### config.mk
export PLATFORM = sky130hd
export DESIGN_NAME = fp32_to_fixed_quantizer
export DESIGN_NICKNAME = d
export VERILOG_FILES = /design/src/rtl/fp32_to_fixed_quantizer.sv
export SDC_FILE = /design/constraint.sdc
export NUM_CORES = 1
export LEC_CHECK = 0
export CAP_MARGIN = 10
export CORE_ASPECT_RATIO = 1.75
export CORE_MARGIN = 1
export CORE_UTILIZATION = 52
export DETAILED_ROUTE_END_ITERATION = 10
export HOLD_SLACK_MARGIN = 0.05
export PLACE_DENSITY = 0.85
export SLEW_MARGIN = 20
export SYNTH_ARGS = -nofsm -noshare
export SYNTH_HDL_FRONTEND = slang
export SYNTH_SLANG_ARGS = --single-unit
export TNS_END_PERCENT = 100
### constraint.sdc
create_clock -name clk -period 3.48 [get_ports clk]
set_clock_uncertainty 0.1 [all_clocks]
set_input_delay 0.522 -clock clk [delete_from_list [all_inputs] [get_ports clk]]
set_output_delay 0.522 -clock clk [all_outputs]
set_load 0.03 [all_outputs]
### src/rtl/fp32_to_fixed_quantizer.sv
// fp32 -> signed fixed-point quantizer: decode, shift, round, then negate/saturate.
// Fixed 3-cycle latency, no backpressure, with a saturating count of saturated results.
module fp32_to_fixed_quantizer #(
    parameter int OUT_WIDTH     = 8,
    parameter int FRAC_BITS     = 0,
    parameter int SAT_CNT_WIDTH = 16
) (
    input  logic                     clk,
    input  logic                     rstn,
    input  logic                     fp_value_rdy,
    input  logic [31:0]              fp_value,
    input  logic                     clear_stats,
    output logic                     result_rdy,
    output logic [OUT_WIDTH-1:0]     result,
    output logic                     result_sat,
    output logic [SAT_CNT_WIDTH-1:0] sat_count
);
    localparam int STAGES = 3;
    localparam int MW     = OUT_WIDTH + 1;   // magnitude after shift
    localparam int RW     = OUT_WIDTH + 2;   // magnitude after rounding
    localparam int WIDE   = OUT_WIDTH + 25;  // shift workspace, wide enough to see lost bits

    localparam logic signed [9:0]   K_MAX   = 10'(OUT_WIDTH);
    localparam logic [RW-1:0]       POS_LIM = RW'((1 << (OUT_WIDTH - 1)) - 1);
    localparam logic [RW-1:0]       NEG_LIM = RW'(1 << (OUT_WIDTH - 1));
    localparam logic [OUT_WIDTH-1:0] MAX_OUT = {1'b0, {(OUT_WIDTH - 1){1'b1}}};
    localparam logic [OUT_WIDTH-1:0] MIN_OUT = {1'b1, {(OUT_WIDTH - 1){1'b0}}};

    typedef enum logic [1:0] {CLS_ZERO, CLS_INF, CLS_NAN, CLS_NORM} cls_e;

    typedef struct packed {
        cls_e              cls;
        logic              sign;
        logic [23:0]       sig;
        logic signed [9:0] k;
    } s1_t;

    typedef struct packed {
        cls_e          cls;
        logic          sign;
        logic          ovf;
        logic [MW-1:0] mag;
        logic          rnd;
    } s2_t;

    typedef struct packed {
        cls_e          cls;
        logic          sign;
        logic          ovf;
        logic [RW-1:0] mag;
    } s3_t;

    logic [STAGES:0]         vld_pipe_q, vld_pipe_d;
    s1_t                     s1_q, s1_d;
    s2_t                     s2_q, s2_d;
    s3_t                     s3_q, s3_d;
    logic [OUT_WIDTH-1:0]    result_q, result_d;
    logic                    result_sat_q, result_sat_d;
    logic [SAT_CNT_WIDTH-1:0] sat_count_q, sat_count_d;

    logic [9:0]      k_abs;
    logic [24:0]     ext;
    logic [WIDE-1:0] wide;
    logic [RW-1:0]   neg_mag;

    // Data stages advance every cycle; only the valid bits say whether they matter.
    always_comb begin
        vld_pipe_d = {vld_pipe_q[STAGES-1:0], fp_value_rdy};
    end

    // Stage 1: classify and form the signed shift k = e - 150 + FRAC_BITS.
    always_comb begin
        s1_d      = '0;
        s1_d.sign = fp_value[31];
        s1_d.sig  = {1'b1, fp_value[22:0]};
        s1_d.k    = $signed({2'b00, fp_value[30:23]}) - 10'sd150 + $signed(10'(FRAC_BITS));
        if (fp_value[30:23] == 8'd0)
            s1_d.cls = CLS_ZERO;
        else if (fp_value[30:23] == 8'hFF)
            s1_d.cls = (fp_value[22:0] == 23'd0) ? CLS_INF : CLS_NAN;
        else
            s1_d.cls = CLS_NORM;
    end

    // Stage 2: align the significand; right shifts keep the first discarded bit for rounding.
    always_comb begin
        s2_d      = '0;
        s2_d.cls  = s1_q.cls;
        s2_d.sign = s1_q.sign;
        k_abs     = '0;
        ext       = '0;
        wide      = '0;
        if (!s1_q.k[9]) begin
            if (s1_q.k >= K_MAX)
                s2_d.ovf = 1'b1;
            else
                wide = WIDE'(s1_q.sig) << s1_q.k[4:0];
        end else begin
            k_abs = $unsigned(-s1_q.k);
            if (k_abs <= 10'd24) begin
                ext      = {s1_q.sig, 1'b0} >> k_abs;
                wide     = WIDE'(ext[24:1]);
                s2_d.rnd = ext[0];
            end
        end
        s2_d.ovf = s2_d.ovf | (|wide[WIDE-1:MW]);
        s2_d.mag = wide[MW-1:0];
    end

    // Stage 3: round half away from zero by adding the round bit to the magnitude.
    always_comb begin
        s3_d      = '0;
        s3_d.cls  = s2_q.cls;
        s3_d.sign = s2_q.sign;
        s3_d.ovf  = s2_q.ovf;
        s3_d.mag  = RW'(s2_q.mag) + RW'(s2_q.rnd);
    end

    // Output: apply sign and clamp; the negative bound is one larger than the positive one.
    always_comb begin
        result_d     = result_q;
        result_sat_d = result_sat_q;
        neg_mag      = -s3_q.mag;
        if (vld_pipe_q[STAGES-1]) begin
            case (s3_q.cls)
                CLS_ZERO: begin
                    result_d     = '0;
                    result_sat_d = 1'b0;
                end
                CLS_INF: begin
                    result_d     = s3_q.sign ? MIN_OUT : MAX_OUT;
                    result_sat_d = 1'b1;
                end
                CLS_NAN: begin
                    result_d     = '0;
                    result_sat_d = 1'b1;
                end
                default: begin
                    if (s3_q.sign) begin
                        if (s3_q.ovf || s3_q.mag > NEG_LIM) begin
                            result_d     = MIN_OUT;
                            result_sat_d = 1'b1;
                        end else begin
                            result_d     = neg_mag[OUT_WIDTH-1:0];
                            result_sat_d = 1'b0;
                        end
                    end else begin
                        if (s3_q.ovf || s3_q.mag > POS_LIM) begin
                            result_d     = MAX_OUT;
                            result_sat_d = 1'b1;
                        end else begin
                            result_d     = s3_q.mag[OUT_WIDTH-1:0];
                            result_sat_d = 1'b0;
                        end
                    end
                end
            endcase
        end
    end

    // Counts the saturated result visible this cycle; clear wins and drops that event.
    always_comb begin
        sat_count_d = sat_count_q;
        if (clear_stats)
            sat_count_d = '0;
        else if (vld_pipe_q[STAGES] && result_sat_q && (sat_count_q != '1))
            sat_count_d = sat_count_q + 1'b1;
    end

    always_ff @(posedge clk or negedge rstn) begin
        if (!rstn) begin
            vld_pipe_q   <= '0;
            s1_q         <= '0;
            s2_q         <= '0;
            s3_q         <= '0;
            result_q     <= '0;
            result_sat_q <= 1'b0;
            sat_count_q  <= '0;
        end else begin
            vld_pipe_q   <= vld_pipe_d;
            s1_q         <= s1_d;
            s2_q         <= s2_d;
            s3_q         <= s3_d;
            result_q     <= result_d;
            result_sat_q <= result_sat_d;
            sat_count_q  <= sat_count_d;
        end
    end

    assign result_rdy = vld_pipe_q[STAGES];
    assign result     = result_q;
    assign result_sat = result_sat_q;
    assign sat_count  = sat_count_q;
endmodule

Word-level counts from Yosys, hierarchy flattened

Cells that the tools add are included.
W data, S select, Z words.

Bits in registers: 93
Output and inout bits: 26
Word-level logic and storage cells: 65

$add $sub $neg: 5
Order comparisons: 4
Equality and inequality tests: 4
Shifts and indexed selects: 2
Multiplexer cells: 21
Bitwise logic cells: 1
Reduce and logical (&&, ||, !) cells: 11

Operator list:

| operator                | number |
|---|---|
| $mux W33                | 2 |
| $shl A24 B5 Y33         | 1 |
| $mux W16                | 2 |
| $mux W8                 | 4 |
| $shr A25 B10 Y25        | 1 |
| $mux W24                | 1 |
| $reduce_or A24 Y1       | 1 |
| $logic_not A23 Y1       | 1 |
| $add A16 B1 Y16 const B | 1 |
| $ne A16 B16 Y1 const B  | 1 |
| $pmux W8 S2             | 1 |
| $add A9 B1 Y10          | 1 |
| $gt A10 B7 Y1 const B   | 1 |
| $gt A10 B8 Y1 const B   | 1 |
| $le A10 B5 Y1 const B   | 1 |
| $neg A9 Y10             | 1 |
| $ge A9 B5 Y1 const B    | 1 |
| $sub A8 B8 Y9 const B   | 1 |
| $eq A8 B8 Y1 const B    | 1 |
| $logic_not A8 Y1        | 1 |
| $neg A8 Y8              | 1 |
| $mux W1                 | 7 |
| $mux W2                 | 3 |
| $reduce_or A2 Y1        | 2 |
| other kinds (8)         | 10 |

Longest topological paths before layout

Gate-level depths: netlist (run 1).

Depth after elaboration: 6
Gate-level depth with buffers: 15

Least setup slack after synthesis (run 1)

Ideal clock, no wire load.

Path type: register to register
From: register s1_q[0] in the netlist's numbering
To: register s2_q[10] in the netlist's numbering
Arrival time: 3500 ps
Required time: 3248 ps
Path slack: -252 ps
Stages on the path, launching flop included: 15
Path buffers: 5
Period minus slack after synthesis: 3732 ps
Path through: dfrtp_1 buf_4 buf_6 inv_2 clkbuf_1 clkbuf_1 ha_1 clkbuf_1 mux4_2 nor2_1 nand2_1 or3_1 a2111oi_0 o32a_1 o221ai_2

RTL lines:

| element                | RTL line | source |
|---|---|---|
| from (decl)            | 54       | `s1_t s1_q, s1_d;` |
| from (signal assigned) | 173      | `s1_q <= '0;` |
| from (signal assigned) | 181      | `s1_q <= s1_d;` |
| to (signal assigned)   | 174      | `s2_q <= '0;` |
| to (signal assigned)   | 182      | `s2_q <= s2_d;` |
| to (decl)              | 55       | `s2_t s2_q, s2_d;` |

==> results of run 1 <==
[report_power, final]
| group | switching [mW] | internal, mW | total [mW] |
|---|---|---|---|
| logic | 0.440 | 0.332 | 0.772 |
| registers | 0.0850 | 1.13 | 1.22 |
| clock network | 0.434 | 0.641 | 1.07 |
[metrics by stage]
step	cells	hold slack [ps]
2_1_floorplan	616	126.4
3_3_place_gp	798	232.2
3_5_place_dp	798	234.7
4_1_cts	814	250.6
5_1_grt	814	187.2
6_report	814	117.0
[sequential cells by signal (all words and copies together) (netlist names)]
| signal | count |
|---|---|
| result | 8 |
| result_sat | 1 |
| s3_q | 14 |
| vld_pipe_q | 4 |
| s1_q | 36 |
| sat_count | 16 |
| s2_q | 14 |
[cells in the mapped netlist, types with 6 or more instances]
cell type and number:
nand2_1 50, and3_1 8, mux2_1 6, xnor2_1 23, nand4_1 10, mux2_2 9, a21oi_1 33, nand3_1 32
o22ai_1 7, mux4_2 26, o21ai_0 19, a31oi_1 8, buf_2 8, nor4_1 11, dfrtp_1 93, and2_1 6
inv_1 14, ha_1 10, mux2i_1 28, xor2_1 12, clkbuf_1 22, nor2_1 66, nor3_1 19, o21ai_1 11
[cells in the final DEF (no fill, tap or decap), drive strengths merged, types with 8 or more instances in the layout]
cell,Yosys,layout
xor2,13,13
nand4,11,11
inv,16,20
and3,8,8
mux2i,28,28
o22ai,8,8
buf,14,26
nand3,32,32
nor4,11,11
clkbuf,22,9
mux4,26,26
xnor2,23,23
nor2,66,66
dfrtp,93,93
a31oi,9,9
mux2,15,15
a21oi,34,34
o21ai,30,30
nor3,20,20
clkdlybuf4s50,0,60
ha,10,10
nand2,50,50
[worst max path at each step]
stage	from	to	slack, ps	cells past startpoint
3_3_place_gp	s1_q[1]	s2_q[10]	410	8
2_1_floorplan	s1_q[0]	s2_q[10]	6	13
3_5_place_dp	s1_q[1]	s2_q[10]	360	8
6_report	s1_q[1]	s2_q[10]	270	8
4_1_cts	s1_q[1]	s2_q[10]	330	8
5_1_grt	s1_q[1]	s2_q[10]	140	8
[worst max-delay path, delay by kind of cell, from the launching register on]
family          cells  cell delay, ps
compound gates      3             840
simple gates        2             670
buf+inv             1             490
mux                 2             610
flops               1             350
[area by class of cell]
| type | instances | area (sq um) |
|---|---|---|
| Tap cell | 132 | 165.2 |
| Clock buffer | 9 | 225.2 |
| Inverter | 16 | 60.06 |
| Timing Repair Buffer | 86 | 812.0 |
| Clock inverter | 7 | 102.6 |
| Fill cell | 895 | 4013 |
| Sequential cell | 93 | 2328 |
| Multi-Input combinational cell | 471 | 3461 |
[routing by layer]
| layer | GRT usage [%] | up-vias | part of all wire [%] |
|---|---|---|---|
| li1 | - | 2404 | - |
| met1 | 28.30 | 2588 | 34 |
| met2 | 57.42 | 234 | 55 |
| met3 | 4.509 | 79 | 4.4 |
| met4 | 22.60 | 0 | 7.5 |
| met5 | 0 | - | 0 |
[cell families (layout without fill, tap and decap cells)]
family	Yosys count	count (layout)	share of synthesized area [%]
other cells	1	1	0.06230
buf+inv	52	118	3.845
compound gates	128	128	14.30
flops	93	93	38.66
mux	69	69	17.19
simple gates	227	227	18.50
xor+xnor	36	36	5.363
fa+ha+maj	10	10	2.079
==> run summary, run 1 <==
Total CTS buffers: 9
Share of cells above drive strength 1: 13.49%
DRC violations left: 0
Row cnt: 51
Detailed Route Iter0 Violations: 334
Mapped Avg Cell Area: 9.772 sq um
CTS H-tree depth: 3
DIE AREA: 12030 sq um
Cell area after synthesis: 6020 sq um
Post-CTS Hold Buffers: 0
GP Congestion: 0.9710
Worst Tran Pin Value: 842.3 ps
Required time of the critical path: 3590 ps
#FFs+latches synth: 93
Clk slew on worst S/H paths: 70 ps
RSZ-0062 raised after global routing: no
Yosys warnings: 0
Final setup viols: 0
Synth cell types: 72
Worst Hold Class: in -> async
Antenna Nets Post-Route: 0
RR Startpoint: s1_q[1]
GRT Util Overall: 29.91%
Critical Path Sink Type: flip-flop
Vias in the first global route: 5312
Seq/Total Area, Yosys: 38.66%
Ant diodes: 0
Synth area leaders: dfrtp_1, mux4_2, mux2i_1, nor2_1, xnor2_1
Final WS setup: 266.7 ps
Detailed placement HPWL: 13.28 mm
Initial antenna violation count: 0
Post-synth ARST share: 100.0%
Highest-delay cell along the critical path: nor4_1
Bufs on Longest Clock Path: 2
Post-synth EDFFs: 0
Routed len/inst: 21.42 um
CTS tree: built
MaxCap Viol Count: 0
Critical path's most frequent cell: mux2i_1
R2R Setup Slk: 270 ps
Min Tclk post-route: 3213 ps
Initial core utilization: 53.90%
Boundary pin count: 62
Root Buffer: clkbuf_16
Post-synth top area share: 38.66%
Pleak: 2.900 nW
P per Cell Area: 428.5 nW/um^2
Via/cell ratio: 6.517
Peak VDD IR: 0.4248 mV
Final instance area: 7154 sq um
Final #Nets: 723
Final Hold Vio Count: 0
CORE AREA: 11170 sq um
Max Slew Vio Count: 0
Fmax achieved: 0.3112 GHz
Post-synthesis net count: 662
Yosys top cell by area: dfrtp_1
Data arrival time of the worst path: 3320 ps
Setup_tns: 0 ps
Reg-to-reg endpoint: s2_q[10]
P&R area growth vs syn: 18.85%
Die H: 144.3 um
CP Class: reg -> reg
Worst reg2reg path depth: 8
Via count: 5305
Crit path cell chain: buf_4 > mux2i_1 > mux2i_1 > o31ai_1 > nand3_1 > a311o_1 > nor4_1 > o221ai_2
Final period utilization: 92.34%
Gate Count Post-Synth: 616
Post-Place Setup Slack: 362.0 ps
CP Max Fanout: 46
Post-synth top flop: dfrtp_1
Worst-skew pair later-pin latency: 350 ps
Largest net degree at the start of global routing: 86
Total Wirelength: 17.43 mm
Clock Sinks: 93
Global route overflow: 0
Pre-antenna DRT Iters: 7
DIE WIDTH: 83.33 um
I/O Buffers: 61
First-pass GRT wire length: 27.43 mm
Worst Setup Start Kind: flip-flop
Resized Gates After CTS: 0
Total Power: 3.066 mW
Slew HR: 43.44%
Placement Cell Area: 6823 sq um
Status: finished clean
Slowest Stage Delay on Critical Path: 520 ps
Util after Layout: 64.07%
Post-CTS Setup Bufs: 0
(Power assumes the default switching activity.)
==> run 2, diff against run 1 <==
--- a/config.mk
+++ b/config.mk
@@ -8,10 +8,11 @@
 export CAP_MARGIN = 10
 export CORE_ASPECT_RATIO = 1.75
 export CORE_MARGIN = 1
-export CORE_UTILIZATION = 52
+export CORE_UTILIZATION = 58
 export DETAILED_ROUTE_END_ITERATION = 10
+export DONT_BUFFER_PORTS = 1
 export HOLD_SLACK_MARGIN = 0.05
-export PLACE_DENSITY = 0.85
+export PLACE_DENSITY = 0.84
 export SLEW_MARGIN = 20
 export SYNTH_ARGS = -nofsm -noshare
 export SYNTH_HDL_FRONTEND = slang
==> run 2 against run 1 <==
  * Non-clock buffer count shrank 69
  * Flip-flop and latch count is the same
  * Highest routed layer unchanged
  * Maximum frequency shrank 1.7%
  * Largest power group unchanged
  * Combinational power shrank 16%
  * Critical endpoint unchanged
==> run summary, run 2 (synthesis results as in run 1) <==
Post-CTS Setup Bufs: 0 (unchanged)
Total Power: 2.972 mW (-3.1%)
CP Max Fanout: 46 (unchanged)
CTS H-tree depth: 3 (unchanged)
Hold Path Cell Cnt: 0
Resized Gates After CTS: 0 (unchanged)
Net switching power figure: 0.9372 mW (-2.2%)
Post-Place Setup Slack: 275.1 ps (-86.90 ps)
MaxCap Viol Count: 0 (unchanged)
Power Internal: 2.035 mW (-3.4%)
Placement Cell Area: 6132 sq um (-10%)
Via/cell ratio: 6.879 (+5.6%)
Required time of the critical path: 3600 ps (about the same)
Root Buffer: clkbuf_16
Worst reg2reg path depth: 8 (unchanged)
Antenna Nets Post-Route: 0 (unchanged)
Largest net degree at the start of global routing: 94 (+9.3%)
Final period utilization: 93.94% (+1.6 points)
Final #Nets: 654 (-9.5%)
Max Slew Vio Count: 0 (unchanged)
Comb pwr share: 21.7% (-3.5 points)
DIE AREA: 10810 sq um (-10%)
I/O Buffers: 0 (-100%)
Worst Hold Class: in -> reg
Flop pwr share: 42.1% (+2.4 points)
Fmax achieved: 0.3059 GHz (-1.7%)
Util after Layout: 65.20% (+1.1 points)
Pre-antenna DRT Iters: 6 (-1)
Final setup viols: 0 (unchanged)
First-pass GRT wire length: 25.69 mm (-6.3%)
Worst Setup Start Kind: flip-flop
P per Cell Area: 457.2 nW/um^2 (+6.7%)
Clock Sinks: 93 (unchanged)
Bufs on Longest Clock Path: 2 (unchanged)
CORE AREA: 9970 sq um (-11%)
Clk slew on worst S/H paths: 70 ps (about the same)
GRT Util Overall: 31.97% (+2.1 points)
Detailed Route Iter0 Violations: 334 (unchanged)
Via count: 5077 (-4.3%)
Initial core utilization: 60.38% (+6.5 points)
Initial antenna violation count: 0 (unchanged)
Data arrival time of the worst path: 3390 ps (+70 ps)
RSZ-0062 raised after global routing: no
Commonest non-fill, non-tap cell in the layout: dfrtp_1
Hold slack: 93.51 ps (-23.49 ps)
Peak VDD IR: 0.4615 mV (+8.6%)
Die H: 136.8 um (-5.2%)
Worst Tran Pin Value: 957.3 ps (+115.0 ps)
Min Tclk post-route: 3269 ps (+55.89 ps)
P&R area growth vs syn: 7.982%
Biggest register: s1_q
Detailed placement HPWL: 12.36 mm (-6.9%)
CP Class: reg -> reg
Post-CTS Hold Buffers: 2 (+2)
Status: finished clean
Placed cells: 720 (-9.8%)
Vias in the first global route: 5085 (-4.3%)
Slew HR: 35.72% (-7.7 points)
Routed len/inst: 22.34 um (+4.3%)
GP Congestion: 1.046 (+7.7%)
Max FFs per register: 36 (unchanged)
Row cnt: 48 (-5.9%)
Setup_tns: 0 ps (unchanged)
Switching share of power: 31.54% (+0.26 points)
Worst-skew pair later-pin latency: 350 ps (about the same)
Ant diodes: 0 (unchanged)
Final WS setup: 210.8 ps (-55.89 ps)
DRC violations left: 0 (unchanged)
Boundary pin count: 62 (unchanged)
Critical Path Sink Type: flip-flop
Final instance area: 6500 sq um (-9.1%)
Final Hold Vio Count: 0 (unchanged)
Pleak: 2.638 nW (-9.0%)
Clock share of power: 36.2% (+1.1 points)
Share of cells above drive strength 1: 13.54% (+0.050 points)
DIE WIDTH: 79.01 um (-5.2%)
Final Non-Filler Cells: 738 (-9.3%)
CTS tree: built
Commonest non-fill, non-tap cells in the layout: dfrtp_1, nor2_1, nand2_1, a21oi_1, nand3_1
Total CTS buffers: 9 (unchanged)
Total Wirelength: 16.49 mm (-5.4%)
Global route overflow: 0 (unchanged)
[run 2: changes by cell type in the layout (fill, tap and decap cells not counted), sizes merged]
cell / delta
buf: -10
clkdlybuf4s50: -60
clkinv: +1
dlygate4sd3: +1
inv: -1
[run 2: final timing paths]
| check | from | end | slack [ps] |
|---|---|---|---|
| max | s1_q[1] | s2_q[10] | 210 |
| min | fp_value[23] | s1_q[0] | 90 |
| max reg2reg | s1_q[1] | s2_q[10] | 210 |
| min reg2reg | s2_q[12] | s3_q[12] | 240 |
| max in group asynchronous | rstn | s1_q[1] | 2270 |
| min in group asynchronous | rstn | vld_pipe_q[2] | 660 |
[run 2: layout make-up]
| type | instances | area [sq um] |
|---|---|---|
| tap | 125 | 156.4 |
| clock buffer | 9 | 225.2 |
| multi-input combinational | 471 | 3461 |
| inverter | 16 | 60.06 |
| clock inverter | 7 | 105.1 |
| sequential | 93 | 2330 |
| timing repair buffer | 17 | 162.7 |
| fill | 782 | 3470 |
[run 2: power groups by stage]
stage / logic (mW) / registers (mW) / clock network [mW]
after floorplan: 0.472 / 1.23 / 0
after global routing: 0.691 / 1.26 / 1.13
after detailed placement: 0.601 / 1.27 / 0
after global placement: 0.596 / 1.27 / 0
after CTS: 0.631 / 1.25 / 1.08
final: 0.645 / 1.25 / 1.08
[run 2: routing by layer]
layer,global-route usage (%),vias up,share of wire (%)
li1,-,2271,-
met4,24.44,0,7.9
met5,0,-,0
met3,4.800,83,4.9
met1,30.67,2464,33
met2,59.53,259,54
[run 2: critical path, stage by stage, from the launching register on]
cell and delay (ps):
dfrtp_2 360, buf_4 490, mux2i_1 480, nand2_1 140, a31oi_1 380, nand3_1 130
a311o_1 370, nor4_1 520, o221ai_2 150
